$ cat src/rtl/ternary_lane_sequencer.sv
// Command-driven sequencer: clears the lane accumulators, streams buffer reads
// and drives lane enables aligned to the 1-cycle buffer read data.
module ternary_lane_sequencer #(
    parameter int unsigned LANES = 4,
    parameter int unsigned AW    = 10
) (
    input  logic             clk,
    input  logic             reset_n,
    input  logic             cmd_valid,
    output logic             cmd_ready,
    input  logic [7:0]       cmd_op,
    input  logic [AW-1:0]    cmd_len,
    input  logic [AW-1:0]    cmd_base,
    input  logic             cmd_zero_skip,
    input  logic             abort,
    input  logic             stall,
    output logic             buf_rd_en,
    output logic [AW-1:0]    buf_rd_addr,
    output logic             lane_rst,
    output logic [LANES-1:0] lane_enable,
    output logic [31:0]      exec_hints,
    output logic             busy,
    output logic             done,
    output logic             err,
    output logic [AW-1:0]    elems_issued
);

    typedef enum logic [2:0] {IDLE, CLEAR, STREAM, DRAIN, DONE} state_e;

    state_e          state_q, state_d;
    logic [AW-1:0]   len_q, len_d;
    logic [AW-1:0]   base_q, base_d;
    logic [AW-1:0]   cnt_q, cnt_d;
    logic [31:0]     hints_q, hints_d;
    logic            bad_q, bad_d;
    logic            en_q, en_d;
    logic            op_ok;

    always_ff @(posedge clk or negedge reset_n) begin
        if (!reset_n) begin
            state_q <= IDLE;
            len_q   <= '0;
            base_q  <= '0;
            cnt_q   <= '0;
            hints_q <= '0;
            bad_q   <= 1'b0;
            en_q    <= 1'b0;
        end else begin
            state_q <= state_d;
            len_q   <= len_d;
            base_q  <= base_d;
            cnt_q   <= cnt_d;
            hints_q <= hints_d;
            bad_q   <= bad_d;
            en_q    <= en_d;
        end
    end

    always_comb begin
        state_d     = state_q;
        len_d       = len_q;
        base_d      = base_q;
        cnt_d       = cnt_q;
        hints_d     = hints_q;
        bad_d       = bad_q;
        en_d        = 1'b0;
        cmd_ready   = 1'b0;
        lane_rst    = 1'b0;
        buf_rd_en   = 1'b0;
        buf_rd_addr = '0;
        done        = 1'b0;
        err         = 1'b0;
        op_ok       = (cmd_op == 8'h01) || (cmd_op == 8'h03) || (cmd_op == 8'h06);

        case (state_q)
            IDLE: begin
                cmd_ready = 1'b1;
                if (cmd_valid) begin
                    len_d   = cmd_len;
                    base_d  = cmd_base;
                    cnt_d   = '0;
                    bad_d   = !op_ok;
                    hints_d = {14'b0, cmd_zero_skip, 9'b0, cmd_op};
                    state_d = op_ok ? CLEAR : DONE;
                end
            end
            CLEAR: begin
                lane_rst = 1'b1;
                if (abort)              state_d = IDLE;
                else if (len_q == '0)   state_d = DONE;
                else                    state_d = STREAM;
            end
            STREAM: begin
                // A read issued in the abort cycle still counts, but its
                // enable is dropped so the lanes never see the data.
                if (!stall) begin
                    buf_rd_en   = 1'b1;
                    buf_rd_addr = base_q + cnt_q;
                    cnt_d       = cnt_q + AW'(1);
                    en_d        = !abort;
                end
                if (abort)
                    state_d = IDLE;
                else if (!stall && (cnt_q == len_q - AW'(1)))
                    state_d = DRAIN;
            end
            DRAIN: begin
                state_d = abort ? IDLE : DONE;
            end
            DONE: begin
                done    = 1'b1;
                err     = bad_q;
                state_d = IDLE;
            end
            default: state_d = IDLE;
        endcase
    end

    assign lane_enable  = {LANES{en_q}};
    assign exec_hints   = hints_q;
    assign busy         = (state_q != IDLE);
    assign elems_issued = cnt_q;

endmodule

$ cat config.mk
export PLATFORM = sky130hd
export DESIGN_NAME = ternary_lane_sequencer
export DESIGN_NICKNAME = d
export VERILOG_FILES = /design/src/rtl/ternary_lane_sequencer.sv
export SDC_FILE = /design/constraint.sdc
export NUM_CORES = 1
export LEC_CHECK = 0
export CORE_MARGIN = 3
export CORE_UTILIZATION = 35
export DETAILED_ROUTE_END_ITERATION = 8
export PLACE_DENSITY = 0.68
export SYNTH_ARGS = -nofsm -noshare
export SYNTH_HDL_FRONTEND = slang
export SYNTH_SLANG_ARGS = --single-unit
$ cat constraint.sdc
create_clock -name clk -period 4.4 [get_ports clk]
set_clock_uncertainty 0.1 [all_clocks]
set_input_delay 1.1 -clock clk [delete_from_list [all_inputs] [get_ports clk]]
set_output_delay 1.1 -clock clk [all_outputs]
set_load 0.05 [all_outputs]
==> impl_metrics.py <==
metrics = {
    "status": {
        "status": "completed",
    },
    "synthesis": {
        "synth_cells": 285,
        "synth_edf_count": 0,
        "ys_warn_count": 0,
        "synth_area_leader_cell": "dfrtp_1",
        "synthTopCellsByArea": "dfrtp_1, mux2_2, buf_4, ha_1, xor2_1",
        "async_reset_ff_share_pct": 100,
        "synth_commonest_cells": "dfrtp_1, mux2_2, buf_4, nor2_1, nand2_1",
        "synth-seq-cells": 44,
        "yosysTopAreaCellShare_pct": 38.7,
        "syn_area_per_cell_um2": 9.97,
        "ys_types": 50,
        "synth_ff_type": "dfrtp_1",
        "ys_seq_area_share_pct": 38.7,
        "synth_most_common_cell": "dfrtp_1",
        "syn_area_um2": 2840,
    },
    "detailed_routing": {
        "drt-total-wl_mm": 6.20,
        "ant_nets": 0,
        "vias_per_cell": 4.92,
        "drc": 0,
        "vias": 2228,
        "wl_per_cell_um": 13.7,
        "drt_iter0_drc": 71,
        "first_pass_iters": 4,
    },
    "setup_path": {
        "cp.buffers_inverters": 1,
        "path_class": "reg2out",
        "cpPeakStageDelay_ns": 0.47,
        "worstReg2RegStart": "len_q[3]",
        "cp_max_fo": 7,
        "cp-end-kind": "primary output",
        "crit_arrival_ns": 2.90,
        "cp_cell_sequence": "ha_1, fa_1, a21o_1, a21oi_1, o21ai_0, o41ai_1, mux2i_1, buf_12",
        "critPathTopFamily": "compound AO/OA/AOI/OAI gates",
        "crit_start": "elems_issued[0]",
        "cp_data_required_time_ns": 3.20,
        "r2r_setup_slack_ns": 1.80,
        "startpoint_type": "flop",
        "critical-path-slowest-cell": "dfrtp_1",
    },
    "clocking": {
        "clock_latency_ns": 0.30,
        "cts_setup_buffers": 0,
        "numCtsBuffers": 5,
        "cts_tree": "done",
        "cts_resized": 0,
        "cts.htree.levels": 2,
        "clkSinkCount": 44,
        "clock_path_buffers": 2,
        "hold_buffers": 0,
        "clockRootBuffer": "clkbuf_8",
        "clkTransAtPathRegs_ns": 0.08,
    },
    "worst_hold_path": {
        "worstHoldPathType": "reg2reg",
        "holdCritStartpoint": "bad_q",
    },
    "finish": {
        "drive_gt1_share_pct": 16.0,
        "antennaDiodeCount": 0,
        "finalCoreUtilization_pct": 47.5,
        "nets": 397,
        "fin_area_um2": 3710,
        "syn_to_final_growth_pct": 30.5,
    },
    "sta": {
        "rsz0062_at_grt": "false",
        "finalHoldViolCount": 0,
        "period_minus_slack_ns": 4.10,
        "tns_ns": 0,
        "finalHoldWorstSlack_ns": 0.388,
        "drv_slew": 0,
        "min_period_over_period_pct": 93.2,
        "clock.fmax_mhz": 244,
        "relSlewSlack_pct": 34.0,
        "worstMarginPinSlew_ns": 0.989,
        "setup_violations": 0,
    },
    "floorplan": {
        "io_pins": 96,
        "start_util_pct": 36.4,
        "fp.dieW_um": 96.1,
        "die_area_um2": 9240,
        "num_rows": 32,
        "core-area_um2": 7810,
        "fp.dieH_um": 96.1,
    },
    "global_route": {
        "grt_pass1_vias": 2153,
        "grtUsageTotal_pct": 14.1,
        "grt_antenna_before_repair": 0,
        "grt_max_degree": 45,
        "grt_pass1_wl_mm": 10.4,
        "overflow": 0,
    },
    "placed_design": {
        "dpl_cell_area_um2": 3590,
        "place_hpwl_mm": 4.79,
        "io_buffers": 72,
        "routabilityCongestion": 0.788,
    },
    "power_and_ir_drop": {
        "power_leakage_uw": 0.00156,
        "max-vdd-ir-drop_v": 0.000251,
        "power_per_cell_area_nw_per_um2": 523,
    },
    "run": {
        "maxCapViolCount": 0,
    },
}
[metrics by stage]
step / instances / setup WS (ns) / power (uW)
after floorplan: 307 / 0.174 / 1360
after global placement: 445 / 0.383 / 1610
after detailed placement: 445 / 0.348 / 1630
after CTS: 453 / 0.292 / 1960
after global routing: 453 / 0.0316 / 2070
final: 453 / 0.301 / 1940
[logic make-up (layout without fill, tap and decap cells)]
group	after synthesis	in the layout	synth area share [%]
mux	31	31	12.2
xor+xnor	24	24	7.40
flops	44	44	38.7
fa+ha+maj	13	13	5.99
buf+inv	46	90	9.69
compound gates	42	42	10.4
simple gates	84	84	15.5
other cells	1	23	0.132
[metal layers]
| layer | share of wire (%) | routed length, um | GRT usage [%] | vias up |
|---|---|---|---|---|
| met5 | 0 | 0 | 0 | - |
| met4 | 0.92 | 57 | 2.84 | 0 |
| met3 | 5.1 | 314 | 2.19 | 6 |
| met2 | 49 | 3030 | 23.6 | 69 |
| met1 | 45 | 2800 | 19.3 | 1076 |
| li1 | - | - | - | 1077 |
[worst paths after layout]
path                                  end  cells past startpoint
max reg2reg                    state_q[0]                      5
min in group asynchronous       base_q[3]                      1
max                        buf_rd_addr[8]                      8
min                                 bad_q                      1
max in group asynchronous      state_q[2]                      1
min reg2reg                         bad_q                      1
[cell usage in the layout, fill, tap and decap left out, drive strengths merged, types with 2 or more instances in the layout]
cell type and instances:
nand3 2, clkbuf 6, o21a 2, o211ai 3
conb 23, mux2i 3, and2 3, o31a 2
nor2b 2, nand3b 3, o21ai 11, ha 12
xnor2 10, o31ai 3, nand4 3, a21oi 7
nor2 25, a22o 2, nand2 16, and3 2
or3 4, mux2 28, buf 13, nor3 7
clkdlybuf4s50 60, o311a 2, inv 9, o21bai 2
nor3b 5, or4b 2, dfrtp 44, nand2b 4
or4 4, xor2 14
[state kept, by name, summed over array words and instances (netlist names)]
signal        cells
bad_q             1
base_q           10
elems_issued     10
en_q              1
exec_hints        9
len_q            10
state_q           3
[power by group]
part / total [uW] / internal (uW) / switching [uW]
registers: 675 / 545 / 131
clock network: 327 / 186 / 141
logic: 938 / 394 / 544
total: 1940 / 1120 / 815
[cell type report]
type / instances / area (um^2)
Timing Repair Buffer: 73 / 771
Fill cell: 757 / 4100
Clock inverter: 2 / 38.8
Sequential cell: 44 / 1100
Tap cell: 102 / 128
Inverter: 9 / 33.8
Multi-Input combinational cell: 217 / 1550
Clock buffer: 6 / 82.6
(Power assumes the default switching activity.)
